$ cat config.mk
export PLATFORM = sky130hd
export DESIGN_NAME = controle_somador
export DESIGN_NICKNAME = d
export VERILOG_FILES = /design/src/rtl/controle_somador.sv
export SDC_FILE = /design/constraint.sdc
export NUM_CORES = 1
export LEC_CHECK = 0
export ABC_AREA = 1
export BUFFER_PORTS_ARGS = -buffer_cell sky130_fd_sc_hd__buf_4
export CAP_MARGIN = 20
export CELL_PAD_IN_SITES_DETAIL_PLACEMENT = 2
export CELL_PAD_IN_SITES_GLOBAL_PLACEMENT = 2
export CORE_MARGIN = 2
export CORE_UTILIZATION = 34
export DETAILED_ROUTE_END_ITERATION = 7
export PLACE_DENSITY = 0.92
export SLEW_MARGIN = 20
export SYNTH_ARGS = -nofsm -noshare
export SYNTH_HDL_FRONTEND = slang
export SYNTH_SLANG_ARGS = --single-unit
$ cat constraint.sdc
create_clock -name clk -period 4.2 [get_ports clk]
set_input_delay 0.42 -clock clk [delete_from_list [all_inputs] [get_ports clk]]
set_output_delay 0.42 -clock clk [all_outputs]
set_load 0.1 [all_outputs]
$ cat src/rtl/controle_somador.sv
// Serial W-bit adder that reuses a single 4-bit nibble adder, one nibble per clock, LSB nibble first.
// Optional feature: define CARRY_OUT_EN to expose the final carry on port carry_out.
module controle_somador #(
  parameter int N_NIBBLES = 4
) (
  input  logic                   clk,
  input  logic                   reset,
  input  logic                   inicio,
  input  logic [4*N_NIBBLES-1:0] a,
  input  logic [4*N_NIBBLES-1:0] b,
  output logic [4*N_NIBBLES-1:0] soma,
  output logic                   ocupado,
`ifdef CARRY_OUT_EN
  output logic                   carry_out,
`endif
  output logic                   pronto
);

  localparam int W    = 4 * N_NIBBLES;
  localparam int IDXW = $clog2(N_NIBBLES);
  localparam logic [IDXW-1:0] LAST_IDX = IDXW'(N_NIBBLES - 1);

  typedef enum logic [1:0] {OCIOSO, CALC, FIM} state_t;

  state_t          r_state;
  logic [W-1:0]    r_a;
  logic [W-1:0]    r_b;
  logic [W-1:0]    r_acc;
  logic [W-1:0]    r_soma;
  logic            r_carry;
  logic [IDXW-1:0] r_idx;
  logic            r_ocupado;
  logic            r_pronto;
`ifdef CARRY_OUT_EN
  logic            r_carryOut;
`endif

  logic [3:0]      w_aNib;
  logic [3:0]      w_bNib;
  logic [4:0]      w_sum;
  logic [W-1:0]    w_accNext;

  // The accumulator with the current nibble already merged in, so the final
  // nibble can be published to soma on the same edge it is computed.
  always_comb begin
    w_aNib    = r_a[{r_idx, 2'b00} +: 4];
    w_bNib    = r_b[{r_idx, 2'b00} +: 4];
    w_sum     = {1'b0, w_aNib} + {1'b0, w_bNib} + {4'd0, r_carry};
    w_accNext = r_acc;
    w_accNext[{r_idx, 2'b00} +: 4] = w_sum[3:0];
  end

  always_ff @(posedge clk) begin
    if (reset) begin
      r_state   <= OCIOSO;
      r_a       <= '0;
      r_b       <= '0;
      r_acc     <= '0;
      r_soma    <= '0;
      r_carry   <= 1'b0;
      r_idx     <= '0;
      r_ocupado <= 1'b0;
      r_pronto  <= 1'b0;
`ifdef CARRY_OUT_EN
      r_carryOut <= 1'b0;
`endif
    end else begin
      case (r_state)
        OCIOSO: begin
          r_pronto <= 1'b0;
          if (inicio) begin
            r_state   <= CALC;
            r_a       <= a;
            r_b       <= b;
            r_carry   <= 1'b0;
            r_idx     <= '0;
            r_ocupado <= 1'b1;
          end
        end
        CALC: begin
          r_acc   <= w_accNext;
          r_carry <= w_sum[4];
          if (r_idx == LAST_IDX) begin
            r_state  <= FIM;
            r_soma   <= w_accNext;
            r_pronto <= 1'b1;
`ifdef CARRY_OUT_EN
            r_carryOut <= w_sum[4];
`endif
          end else begin
            r_idx <= r_idx + {{(IDXW-1){1'b0}}, 1'b1};
          end
        end
        FIM: begin
          r_state   <= OCIOSO;
          r_pronto  <= 1'b0;
          r_ocupado <= 1'b0;
        end
        default: begin
          r_state   <= OCIOSO;
          r_pronto  <= 1'b0;
          r_ocupado <= 1'b0;
        end
      endcase
    end
  end

  assign soma    = r_soma;
  assign ocupado = r_ocupado;
  assign pronto  = r_pronto;
`ifdef CARRY_OUT_EN
  assign carry_out = r_carryOut;
`endif

endmodule
======== After elaboration in Yosys (flattened, before gate mapping) ========
Index checks and enable logic that the tools add are counted.
word-level totals
  register bits ........................... 71
  output and inout bits ................... 18
  logic and storage cells ................. 43
operators by class
  $add $sub $neg .......................... 4
  equality and inequality tests ........... 5
  shift-type cells ........................ 4
  mux-type cells .......................... 11
  bitwise gates (word level) .............. 1
  reductions and logical operators ........ 9
operators with widths
  kind                      count
  $shiftx A16 B5 Y4         2
  $bwmux W16                1
  $shift A4 B6 Y16 const A  1
  $shiftx A4 B6 Y16         1
  $reduce_and A2 Y1         5
  $mux W2                   4
  $pmux W2 S2               2
  $ne A2 B2 Y1 const B      3
  $neg A4 Y6                1
  $add A4 B4 Y5             1
  $add A5 B1 Y5             1
  $pmux W1 S2               2
  $reduce_and A3 Y1         1
  $add A2 B1 Y2 const B     1
  $eq A2 B1 Y1 const B      1
  $eq A2 B2 Y1 const B      1
  $logic_not A2 Y1          1
  $mux W1                   2
  $reduce_bool A2 Y1        1
  $reduce_or A2 Y1          1
  $not A1 Y1                1

======== Logic depth before layout (Yosys ltp) ========
  word-level depth ........................ 5
  mapped depth ............................ 16
  gate-level depth less buffers ........... 14

======== Least setup slack after synthesis ========
No wires, ideal clock.
  path kind ............................... register to register
  start point ............................. register r_idx[0]
  end point ............................... register r_acc[9]
  library setup time ...................... 57 ps
  data arrival time ....................... 2430 ps
  slack ................................... 1713 ps
  cell stages (with the launch flop) ...... 12
  clock period less this slack ............ 2487 ps
  cells stage by stage .................... dfxtp_1 inv_2 buf_2 buf_2 nor2_1 o22ai_1 fa_1 fa_1 inv_1 o32ai_1 o21ai_1 inv_1
between the ends
  word-level cells in the longest chain between the ends .. 5
  elaborated cells on any way between the ends .. 8
  classes of those cells .................. add/sub: 3; shift: 4; mux: 1
RTL lines
  what                                  RTL line  source
  start, declared                       31        logic [IDXW-1:0] r_idx;
  start signal, assigned                91        r_idx <= r_idx + {{(IDXW-1){1'b0}}, 1'b1};
  $shiftx A16 B5 Y4 (on tied branches)  46, 47
  $add A4 B4 Y5                         48        w_sum = {1'b0, w_aNib} + {1'b0, w_bNib} + {4'd0, r_carry};
  $add A5 B1 Y5                         48
  $shiftx A4 B6 Y16                     50        w_accNext[{r_idx, 2'b00} +: 4] = w_sum[3:0];
  $bwmux W16 *                          50
  end signal, assigned                  81        r_acc <= w_accNext;
  end, declared                         28        logic [W-1:0] r_acc;
Mark *: on every way between the ends. The rest lies on a longest branch, timed or not.
A chain may end at the register's enable or synchronous reset.

======== Worst setup path after layout ========
  start point ............................. register r_idx[1]
  end point ............................... register r_acc[6]
Same word-level chain as after synthesis.

==> summary by stage <==
Status
The run finished with clean final reports.

Synth
The Yosys step of the flow raised 0 warnings. The average cell area after synthesis is roughly 7.4 um2. After Yosys synthesis, and, or, nand and nor cells account for roughly 17% of the synthesized area. After Yosys synthesis, XOR and XNOR cells account for 0% of the synthesized area. The synthesized netlist devotes 22.4% of its cell area to compound gates. In this run, distinct cell masters in the synthesized netlist total 31.

The fraction of the mapped netlist area in adder cells is 4.68%. The mux contribution to synthesized area is 0%. The gate count of the mapped netlist is 444. The largest family of logic cells by synthesized area is compound AO/OA/AOI/OAI gates. The synthesized netlist net count is roughly 500.

The register bit total from synthesis is 71. The total standard cell area after synthesis is 3260 um2. The sequential area share after synthesis is between 40% and 50%.

Place
The routability-driven placement congestion ratio is 0.826. The count of buffers inserted at the top-level ports is 52. Once detailed placement completed, the half-perimeter wirelength came to 7170 um.

Counting tap cells, the placed design contains a total of slightly above 600 instances.

Worst setup path
Of all nets on the critical path, the largest fanout is 13. Broken down by cell family, the worst path's largest delay share belongs to adder cells. STA puts the critical path data arrival time at 3.35 ns. The library cell contributing the largest single delay on the critical path is sky130_fd_sc_hd__dfxtp_1. The endpoint class of the critical path is a flop. The slack of the worst reg-to-reg path is 1.15 ns. The critical path goes through inv_1 > o21ai_0 > o22ai_1 > fa_1 > fa_1 > nand2_1 > inv_1 > nor2_1 > nand2_1 > nor2_2 > nand2_1 > o21ai_1 > o21ai_0 > inv_1. By startpoint and endpoint, the worst setup path is classified as reg2reg. The worst register-to-register path ends at r_acc[6]. The total buffers and inverters traversed by the critical path is 3. In this run the critical register-to-register path is launched from r_idx[1]. The critical path startpoint category is a flop. Counting cells, the worst reg-to-reg path comes to 14. At the worst endpoint, the required time is 4.50 ns. The largest incremental delay on the critical path is 0.58 ns.

Layout
The layout-stage area growth over the synthesis result is 19.7%. 0 antenna diodes ended up in the layout. Of the cells placed in the final design, the portion with a size suffix greater than 1 is 16.1%.

In the final layout, the multi-input gates occupy 1450 um2. The register area is 1420 um2. The non-filler instance count after layout is 620. The number of filler cells placed in the layout is 1098. In the final design database the tool counted 532 nets.

The most common cell after layout, fill and taps aside is sky130_fd_sc_hd__nor2_1. In the layout the commonest cells are 98 x sky130_fd_sc_hd__nor2_1, 77 x sky130_fd_sc_hd__o21ai_0, 71 x sky130_fd_sc_hd__dfxtp_1.

STA
The maximum achievable frequency is 328 MHz. The setup TNS is 0 ns. The headroom to the max-slew limit is approximately 59%. The shortest clock period the worst path allows after layout is 3.05 ns. Setup repair after global routing left no endpoint under its margin. The final count of pins violating max slew is 0. At the pin with the least slew margin, the transition time is 0.613 ns. Dividing the final minimum period by the clock period gives 72.6%. The count of final hold-check violations is 0. On the final layout, the worst clock skew is 0.0100 ns. The total of endpoints with negative setup slack in the final report is 0.

Power
In this run the power density over the cells is around 420 nW/um2. The total power consumption of the routed design is around 1.6 mW. In this run the static leakage power is 1.87 nW.

IR analysis of the VDD net gives a maximum drop of ~0.15 mV. The total internal power is 1.13 mW. The share of power burned in the clock network is 35.5%. The portion of total power attributed to combinational logic is 19.1%. The power dissipated by switching net loads is a little over 0.5 mW. Sequential cells burn 45.4% of the power.

The switching fraction of total power is 31.1%.

CTS
The insertion delay of the later-clocked pin in the worst-skew pair is ~0.37 ns. Counting every sink on the clock net gives 71. The number of buffers on the longest clock path is 2. Once the clock tree was built, the setup fixing pass inserted 0 buffers. The H-tree was split into 3 levels. The number of buffers inserted during clock tree synthesis is 9. The CTS clock-pin slew for the worst setup and hold paths is 0.08 ns.

Clock tree synthesis selected as its root buffer the cell sky130_fd_sc_hd__clkbuf_8. Once the clock tree was built, the resizer swapped 0 gates to a different size. The count of hold-fix buffers inserted at cts is 0.

The clock tree from TritonCTS is done.

Floorplanning
In this run the horizontal extent of the chip is 102 um. The floorplan step set the die height to around 100 um. The starting density of the core is 35.2%. The core region is 9280 um2. The floorplan step defined a die boundary enclosing about 10000 um2. The total I/O pin count is 53. The floorplan has 35 rows.

Routing
The mean number of vias per cell is 5.06. The count of nets left with antenna violations once routing finished came out at 0. The total iterations of the first detailed-routing run is 6. After detailed routing, the number of remaining DRC violations is 0.

The total length of routed wires is 10600 um. The number of vias in the routed layout is 3135. The number of DRC markers in iteration 0 is between 60 and 70. After detailed routing, the average wire length per cell comes to 17.1 um.

Min path
The number of stages on the worst hold path is 3. The destination of the worst hold path is r_a[12]. The worst hold path begins at a[12].

The tightest min-delay check is of the in2reg type.

Global route
The total overflow left after global routing is 0. The maximum number of pins on one net before global-route repair is 52. The total routing usage reported by global routing is 21.7%.

The global-route wire length before repair is 17200 um. The number of antenna violations at the first check in global routing came to 0. The number of global-route vias before repair is 3433.

Job
Across the run, the number of max-cap violations was 0.
power by group through the flow:
stage	clock network, mW	logic (mW)	registers [mW]
6_report	0.581	0.313	0.743
5_1_grt	0.620	0.349	0.748
4_1_cts	0.588	0.314	0.743
2_1_floorplan	0	0.199	0.758
3_5_place_dp	0	0.302	0.758
3_3_place_gp	0	0.281	0.755
final cells by class:
| cell class | instances | share of cell area [%] |
|---|---|---|
| clock buffers | 11 | 3.87 |
| clock inverters | 5 | 1.44 |
| inverters | 68 | 6.53 |
| multi-input cells | 281 | 37.1 |
| flip-flops and latches | 71 | 36.4 |
| well taps | 129 | 4.13 |
| repair buffers | 55 | 10.6 |
tightest hold or removal path, stage by stage:
cell	delay [ns]
sky130_fd_sc_hd__buf_4	0.07
sky130_fd_sc_hd__o21ai_0	0.07
sky130_fd_sc_hd__nor2_1	0.08
logic make-up after synthesis:
logic type                 count (synthesis)
and+or+nand+nor                          139
adders and majority gates                 11
DFF                                       71
AOI/OAI and AO/OA                        131
buffers and inverters                     92
layer usage:
| layer | routed length (um) | up-vias | part of all wire (%) | track usage, % |
|---|---|---|---|---|
| met3 | 318 | 23 | 3.0 | 4.38 |
| met1 | 4530 | 1538 | 43 | 24.7 |
| met2 | 5530 | 59 | 52 | 40.7 |
| met5 | 0 | - | 0 | 0 |
| li1 | - | 1515 | - | - |
| met4 | 201 | 0 | 1.9 | 6.67 |
per-stage QoR:
step                      hold slack, ns  cell area, um2  util (%)  worst slack, ns
after detailed placement           0.464            3700      39.9             1.31
after global placement             0.439            3700      39.9             1.55
final                              0.314            3910      42.1             1.15
after CTS                          0.317            3910      42.1             1.18
after floorplan                    0.423            3260         -             1.71
after global routing               0.323            3910      42.1            0.914
state kept, by name, summed over array words and instances, names as in the netlist:
register,count
r_acc,16
soma,16
r_b,16
r_idx,2
ocupado,1
r_state,2
pronto,1
r_carry,1
r_a,16
worst max-delay path by stage:
stage	startpoint	to	slack [ns]	cells after the start
after global routing	r_idx[1]	r_acc[6]	0.91	14
after floorplan	r_idx[0]	r_acc[9]	1.71	11
after CTS	r_idx[1]	r_acc[6]	1.18	14
final	r_idx[1]	r_acc[6]	1.15	14
after global placement	r_idx[1]	r_acc[14]	1.55	14
after detailed placement	r_idx[1]	r_acc[6]	1.31	14
synth_stat cells:
| cell type | number | area (um2) |
|---|---|---|
| sky130_fd_sc_hd__buf_1 | 2 | 7.51 |
| sky130_fd_sc_hd__nand3_1 | 11 | 55.1 |
| sky130_fd_sc_hd__o21a_1 | 5 | 37.5 |
| sky130_fd_sc_hd__o32ai_1 | 2 | 17.5 |
| sky130_fd_sc_hd__inv_1 | 65 | 244 |
| sky130_fd_sc_hd__nand2_1 | 20 | 75.1 |
| sky130_fd_sc_hd__o21bai_1 | 10 | 75.1 |
| sky130_fd_sc_hd__a21oi_1 | 16 | 80.1 |
| sky130_fd_sc_hd__o21bai_2 | 1 | 11.3 |
| sky130_fd_sc_hd__o211ai_1 | 1 | 7.51 |
| sky130_fd_sc_hd__nand2_2 | 1 | 6.26 |
| sky130_fd_sc_hd__nor2_2 | 1 | 6.26 |
| sky130_fd_sc_hd__a22oi_1 | 1 | 7.51 |
| sky130_fd_sc_hd__o21ai_0 | 77 | 385 |
| sky130_fd_sc_hd__dfxtp_1 | 71 | 1420 |
| sky130_fd_sc_hd__o22ai_1 | 15 | 93.8 |
| sky130_fd_sc_hd__nor3_1 | 1 | 5.00 |
| sky130_fd_sc_hd__clkbuf_2 | 1 | 5.00 |
| sky130_fd_sc_hd__nor2_1 | 98 | 368 |
| sky130_fd_sc_hd__clkbuf_1 | 9 | 33.8 |
| sky130_fd_sc_hd__ha_1 | 9 | 113 |
| sky130_fd_sc_hd__inv_2 | 3 | 11.3 |
| sky130_fd_sc_hd__buf_4 | 3 | 22.5 |
| sky130_fd_sc_hd__nor2_4 | 1 | 11.3 |
| sky130_fd_sc_hd__or2_2 | 1 | 6.26 |
| sky130_fd_sc_hd__fa_1 | 2 | 40.0 |
| sky130_fd_sc_hd__o21ai_1 | 3 | 15.0 |
| sky130_fd_sc_hd__buf_6 | 4 | 45.0 |
| sky130_fd_sc_hd__buf_2 | 5 | 25.0 |
| sky130_fd_sc_hd__nand4_1 | 4 | 25.0 |
| sky130_fd_sc_hd__nand3b_1 | 1 | 7.51 |
Note: power is estimated with default switching activity, not from simulation.
